`src/rtl/mem_port_arbiter.sv`:
```
// Shares one single-ported memory between fetch and data requesters with a req/ack handshake.
// Define ARB_ANTISTARVE_EN to force a fetch grant after MAX_D_STREAK data grants.
module mem_port_arbiter #(
  parameter int unsigned DATA_WIDTH   = 32,
  parameter int unsigned ADDR_WIDTH   = 32,
  parameter int unsigned MAX_D_STREAK = 4
) (
  input  logic                    clk,
  input  logic                    rst,
  input  logic                    i_req,
  input  logic [ADDR_WIDTH-1:0]   i_addr,
  output logic [DATA_WIDTH-1:0]   i_rdata,
  output logic                    i_valid,
  input  logic                    d_req,
  input  logic                    d_we,
  input  logic [ADDR_WIDTH-1:0]   d_addr,
  input  logic [DATA_WIDTH-1:0]   d_wdata,
  input  logic [DATA_WIDTH/8-1:0] d_be,
  output logic [DATA_WIDTH-1:0]   d_rdata,
  output logic                    d_valid,
  output logic                    mem_req,
  output logic                    mem_we,
  output logic [ADDR_WIDTH-1:0]   mem_addr,
  output logic [DATA_WIDTH-1:0]   mem_wdata,
  output logic [DATA_WIDTH/8-1:0] mem_be,
  input  logic [DATA_WIDTH-1:0]   mem_rdata,
  input  logic                    mem_ack,
  output logic                    stall_f,
  output logic                    stall_m
);

  localparam int unsigned BeWidth = DATA_WIDTH / 8;

  typedef enum logic [1:0] {StIdle, StGntI, StGntD, StResp} state_e;

  state_e                  state_q;
  logic                    mem_req_q;
  logic                    mem_we_q;
  logic [ADDR_WIDTH-1:0]   mem_addr_q;
  logic [DATA_WIDTH-1:0]   mem_wdata_q;
  logic [BeWidth-1:0]      mem_be_q;
  logic [DATA_WIDTH-1:0]   i_rdata_q;
  logic [DATA_WIDTH-1:0]   d_rdata_q;
  logic                    i_valid_q;
  logic                    d_valid_q;

  logic fetch_forced;
  logic grant_d;
  logic grant_i;

`ifdef ARB_ANTISTARVE_EN
  localparam int unsigned StreakWidth = $clog2(MAX_D_STREAK + 1);

  logic [StreakWidth-1:0] streak_q;

  assign fetch_forced = i_req && (streak_q == StreakWidth'(MAX_D_STREAK));

  // Counts data grants taken while fetch was waiting; never exceeds MAX_D_STREAK.
  always_ff @(posedge clk or negedge rst) begin
    if (!rst) begin
      streak_q <= '0;
    end else if (grant_i) begin
      streak_q <= '0;
    end else if (grant_d) begin
      streak_q <= i_req ? streak_q + StreakWidth'(1) : '0;
    end
  end
`else
  logic unused_streak_cfg;
  assign unused_streak_cfg = ^MAX_D_STREAK;
  assign fetch_forced      = 1'b0;
`endif

  assign grant_d = (state_q == StIdle) && d_req && !fetch_forced;
  assign grant_i = (state_q == StIdle) && !grant_d && i_req;

  always_ff @(posedge clk or negedge rst) begin
    if (!rst) begin
      state_q     <= StIdle;
      mem_req_q   <= 1'b0;
      mem_we_q    <= 1'b0;
      mem_addr_q  <= '0;
      mem_wdata_q <= '0;
      mem_be_q    <= '0;
      i_rdata_q   <= '0;
      d_rdata_q   <= '0;
      i_valid_q   <= 1'b0;
      d_valid_q   <= 1'b0;
    end else begin
      i_valid_q <= 1'b0;
      d_valid_q <= 1'b0;
      unique case (state_q)
        StIdle: begin
          if (grant_d) begin
            state_q     <= StGntD;
            mem_req_q   <= 1'b1;
            mem_we_q    <= d_we;
            mem_addr_q  <= d_addr;
            mem_wdata_q <= d_wdata;
            mem_be_q    <= d_we ? d_be : '1;
          end else if (grant_i) begin
            state_q    <= StGntI;
            mem_req_q  <= 1'b1;
            mem_we_q   <= 1'b0;
            mem_addr_q <= i_addr;
            mem_be_q   <= '1;
          end
        end
        StGntI: begin
          if (mem_ack) begin
            state_q   <= StResp;
            mem_req_q <= 1'b0;
            i_rdata_q <= mem_rdata;
            i_valid_q <= 1'b1;
          end
        end
        StGntD: begin
          if (mem_ack) begin
            state_q   <= StResp;
            mem_req_q <= 1'b0;
            d_valid_q <= 1'b1;
            if (!mem_we_q) begin
              d_rdata_q <= mem_rdata;
            end
          end
        end
        StResp: begin
          // Requests present here are only considered once back in idle.
          state_q <= StIdle;
        end
        default: begin
          state_q <= StIdle;
        end
      endcase
    end
  end

  assign mem_req   = mem_req_q;
  assign mem_we    = mem_we_q;
  assign mem_addr  = mem_addr_q;
  assign mem_wdata = mem_wdata_q;
  assign mem_be    = mem_be_q;
  assign i_rdata   = i_rdata_q;
  assign d_rdata   = d_rdata_q;
  assign i_valid   = i_valid_q;
  assign d_valid   = d_valid_q;
  assign stall_f   = i_req & ~i_valid_q;
  assign stall_m   = d_req & ~d_valid_q;

endmodule

```
`config.mk`:
```
export PLATFORM = sky130hd
export DESIGN_NAME = mem_port_arbiter
export DESIGN_NICKNAME = d
export VERILOG_FILES = /design/src/rtl/mem_port_arbiter.sv
export SDC_FILE = /design/constraint.sdc
export NUM_CORES = 1
export LEC_CHECK = 0
export BUFFER_PORTS_ARGS = -buffer_cell sky130_fd_sc_hd__buf_2
export CELL_PAD_IN_SITES_DETAIL_PLACEMENT = 0
export CELL_PAD_IN_SITES_GLOBAL_PLACEMENT = 1
export CORE_ASPECT_RATIO = 1.75
export CORE_UTILIZATION = 36
export CTS_BUF_LIST = sky130_fd_sc_hd__clkbuf_16
export CTS_CLUSTER_DIAMETER = 200
export DETAILED_ROUTE_END_ITERATION = 10
export PLACE_DENSITY_LB_ADDON = 0.1
export SLEW_MARGIN = 5
export SYNTH_ARGS = -nofsm -noshare
export SYNTH_HDL_FRONTEND = slang
export SYNTH_SLANG_ARGS = --single-unit
export TNS_END_PERCENT = 10
```
`constraint.sdc`:
```
create_clock -name clk -period 2 [get_ports clk]
set_clock_uncertainty 0.15 [all_clocks]
set_input_delay 0.1 -clock clk [delete_from_list [all_inputs] [get_ports clk]]
set_output_delay 0.1 -clock clk [all_outputs]
set_load 0.02 [all_outputs]
```
======== Word-level counts from Yosys, hierarchy flattened ========
Index checks and enable logic that the tools add are counted.
Widths: inputs -> output; s select.
storage, ports and cells
  input port bits ......................... 138
  register bits ........................... 138
  logic and storage cells ................. 52
  output and inout port bits .............. 138
operators by class
  muxes and demuxes ....................... 18
  reductions and logical operators ........ 14
  bitwise logic cells ..................... 5
  equality and inequality tests ........... 5
operators by type and width
  cell                number
  $mux 32             2
  $mux 4              3
  $mux 1              8
  $reduce_and 2->1    4
  $mux 2              3
  $pmux 2 s3          1
  $reduce_and 3->1    2
  $eq 2x2->1 const B  2
  $reduce_bool 2->1   2
  $logic_and 1x1->1   3
  $ne 3x3->1 const B  1
  $not 1->1           3
  $and 1x1->1         2
  $eq 2x1->1 const B  1
  $logic_not 2->1     1
  $ne 2x1->1 const B  1
  $pmux 1 s2          1
  $reduce_or 2->1     1
  $logic_not 1->1     1

======== Logic depth before layout (Yosys ltp) ========
  depth in word-level cells ............... 8
  gate-level depth with buffers ........... 7
  depth with buffers taken out ............ 5

======== Worst setup path before layout ========
Ideal clock, no wire load.
  path type ............................... register to register
  start point ............................. register state_q[0]
  end point ............................... register d_rdata_q[10] (netlist: d_rdata[10])
  arrival ................................. 1.405 ns
  clock period less this slack ............ 1.680 ns
  path buffers ............................ 2
  path slack .............................. 0.320 ns
  library setup time ...................... 0.125 ns
  stages on the path, launching flop included .. 8
  path through ............................ dfrtp_1 > inv_1 > ha_1 > and2_2 > nand2b_1 > buf_6 > buf_6 > mux2_4
on the way
  word-level cells in the longest chain between the ends .. 2
RTL lines
  element                     RTL line  text
  start, declared             36        state_e state_q;
  start signal, assigned      79        state_q <= StIdle;
  start signal, assigned      95        state_q <= StGntD;
  start signal, assigned      102       state_q <= StGntI;
  $eq 2x2->1                  92        unique case (state_q)
  $reduce_and 3->1 (no line)  -
  end signal, assigned        123       d_rdata_q <= mem_rdata;
  end, declared               43        logic [DATA_WIDTH-1:0] d_rdata_q;
No other way between the ends.
A chain may end at the register's enable or synchronous reset.

======== Worst setup path after layout ========
  start point ............................. register state_q[0]
  end point ............................... register d_rdata_q[25] (netlist: d_rdata[25])
The elaborated chain is that of the path after synthesis.

==> flow_summary.toml <==
[critical_path]
r2r-end = "d_rdata[25]"
crit_path_start_kind = "flip-flop"
critical-path-slowest-cell = "dfrtp_1"
r2r_slack_ns = 0.16
r2r_start = "state_q[0]"
path_cells = "inv_1 -> ha_1 -> and2_2 -> nand2b_2 -> buf_4 -> mux2_4"
crit_path_end_kind = "flip-flop"
max_stage_delay_ns = 0.35
worstSetupPathType = "flip-flop to flip-flop"
path_max_fanout = 14
cp.required_ns = 2.13
ff2ff_path_depth = 6
crit_arrival_ns = 1.96

[sta]
final.setup.worst_slack_ns = 0.162
setup_viol = 0
fin_crit_ns = 1.84
slew-limit-headroom = 0.526
slew_violations = 0
hold_viol = 0
rsz0062_at_grt = "no"
finalCritPeriodShare = 0.919
tns_ns = 0
max_freq_ghz = 0.544
tightest_slew_ns = 0.710

[routing]
drtIter0Drc = 92
drtAntennaViolNets = 0
firstDrtPassIters = 6
drcViolationCount = 0
wl_per_cell_um = 16.1
vias = 4623
drt_wl_total_um = 15600
viasPerCell = 4.76

[clocking]
postCtsSetupBuffers = 0
cts_tree = "built"
cts_resized = 0
clock_path_buffers = 2
root_buffer = "clkbuf_16"
cts_sinks = 138
numCtsBuffers = 17
insertion_delay_ns = 0.40
ctsHoldBuffers = 136
clk_pin_slew_ns = 0.06
cts_max_level = 4

[layout]
drive_gt1_frac = 0.518
mostFrequentLayoutCell = "buf_2"
antenna_cells = 0
layout_common_cells = "buf_2, dfrtp_1, dlygate4sd3_1, a22o_1, mux2_2"
nFillCells = 1274
area.growth.synth_to_final_pct = 64.0
nets = 915

[synth]
syn_nets = 501
ys_top_cells_by_area = "dfrtp_1, mux2_2, a22o_1"
syn_avg_cell_area_um2 = 15.6
synth_area_um2 = 5610
yosysSeqAreaShare = 0.616
synth_top_area_frac = 0.616
yosysWarnings = 0
syn_inst = 359
synth.distinct_cells = 26
ys_ff_latch = 138
yosys.area.top_type = "dfrtp_1"

[global_routing]
use_met3 = 0.0431
grt_max_degree = 50
grt_use_met2 = 0.381
first_global_vias = 5144
busiest_layer = "met2"
grt_use_met1 = 0.205
gr-total-overflow = 0
antenna_found_initial = 0
grt_pass1_wl_um = 24700
track_usage = 0.203

[power]
combinationalPowerShare = 0.438
swShare = 0.371
p_per_area_nw_per_um2 = 1580
p_int_mw = 9.16
power_frac_seq = 0.336
clkPwrFrac = 0.226
leakage_nw = 4.65
peakVddDrop_mv = 0.624
power.switching_mw = 5.41

[placement]
routabilityCongestion = 0.748
port_buffers = 275
dp_hpwl_um = 10600
post-place-ws_ns = 0.134

[worst_hold_path]
hp-class = "primary input to asynchronous set/reset pin"

[floorplanning]
initial_core_util = 0.366
rows = 60
fp.dieArea_um2 = 16100
die_w_um = 96.4
dieHeight_um = 167
io_pins = 276
core_area_um2 = 15300

[outcome]
status = "complete, no violations"

[run]
drv_cap = 0
-- logic make-up (layout without fill, tap and decap cells) --
| logic type | Yosys count | in the layout | share of synthesized area |
|---|---|---|---|
| buffers and inverters | 30 | 457 | 0.0310 |
| AO/OA/AOI/OAI | 74 | 74 | 0.113 |
| multiplexers | 99 | 99 | 0.218 |
| AND/OR/NAND/NOR | 14 | 14 | 0.0129 |
| adder cells (fa/ha/maj) | 4 | 4 | 0.00892 |
| flip-flops | 138 | 138 | 0.616 |
-- synthesized netlist by cell type --
master / instances
a21boi_0: 1
a21oi_1: 1
a22o_1: 64
and2_1: 1
and2_2: 1
buf_2: 13
buf_4: 4
buf_6: 4
clkbuf_1: 5
dfrtp_1: 138
ha_1: 4
inv_1: 4
mux2_1: 9
mux2_2: 57
mux2_4: 30
mux2i_1: 3
nand2_1: 4
nand2b_1: 1
nand3_1: 1
nor2_1: 2
nor2b_1: 4
o21a_1: 1
o21ai_0: 1
o21ai_2: 1
o22a_1: 4
o22ai_1: 1
-- power by group through the flow --
stage / logic (mW) / registers (mW) / clock network (mW)
after global routing: 6.83 / 5.10 / 3.51
after CTS: 6.44 / 4.89 / 3.40
after global placement: 6.11 / 4.89 / 0
after detailed placement: 6.22 / 4.91 / 0
final: 6.38 / 4.89 / 3.30
after floorplan: 2.31 / 6.60 / 0
-- flip-flops by register name (all words and copies together) (netlist names) --
name	cells
i_rdata	32
mem_addr	32
mem_wdata	32
d_rdata	32
state_q	2
d_valid	1
i_valid	1
mem_we	1
mem_be	4
mem_req	1
-- critical path, delay by kind of cell, from the launching register on --
family	cells	cell delay, ns
and+or+nand+nor	2	0.30
adders and majority gates	1	0.20
buffers and inverters	2	0.38
DFF	1	0.35
muxes	1	0.33
-- final cells by class --
class | instances | area (um2) | area share
timing repair buffer | 421 | 2880 | 0.313
clock inverter | 15 | 199 | 0.0216
multi-input combinational | 191 | 1990 | 0.217
inverter | 4 | 15.0 | 0.00163
clock buffer | 17 | 425 | 0.0462
sequential | 138 | 3450 | 0.375
tap | 186 | 233 | 0.0253
-- per-layer routing --
layer | part of all wire | vias to the layer above
met5 | 0 | -
met4 | 0.030 | 0
met3 | 0.055 | 27
met2 | 0.56 | 187
met1 | 0.35 | 2256
li1 | - | 2153
-- per-stage QoR --
stage	util	instance area, um2	hold slack [ns]	power [mW]	instances
detailed placement	0.471	7210	-0.0931	11.1	804
global route	0.601	9200	0.0757	15.4	972
CTS	0.600	9200	0.0292	14.7	972
global placement	0.471	7210	-0.0999	11.0	804
finish	0.601	9200	0.0286	14.6	972
floorplan	-	5610	-0.346	8.91	359
-- how the worst max path moves through the flow --
stage / start / end / cells past startpoint
floorplan: state_q[0] / d_rdata[10] / 7
global placement: i_req / mem_addr[23] / 4
detailed placement: i_req / mem_addr[31] / 4
CTS: i_req / mem_addr[11] / 5
global route: state_q[0] / d_rdata[22] / 6
finish: state_q[0] / d_rdata[25] / 6
No activity file was read; power rests on OpenSTA's default activity.
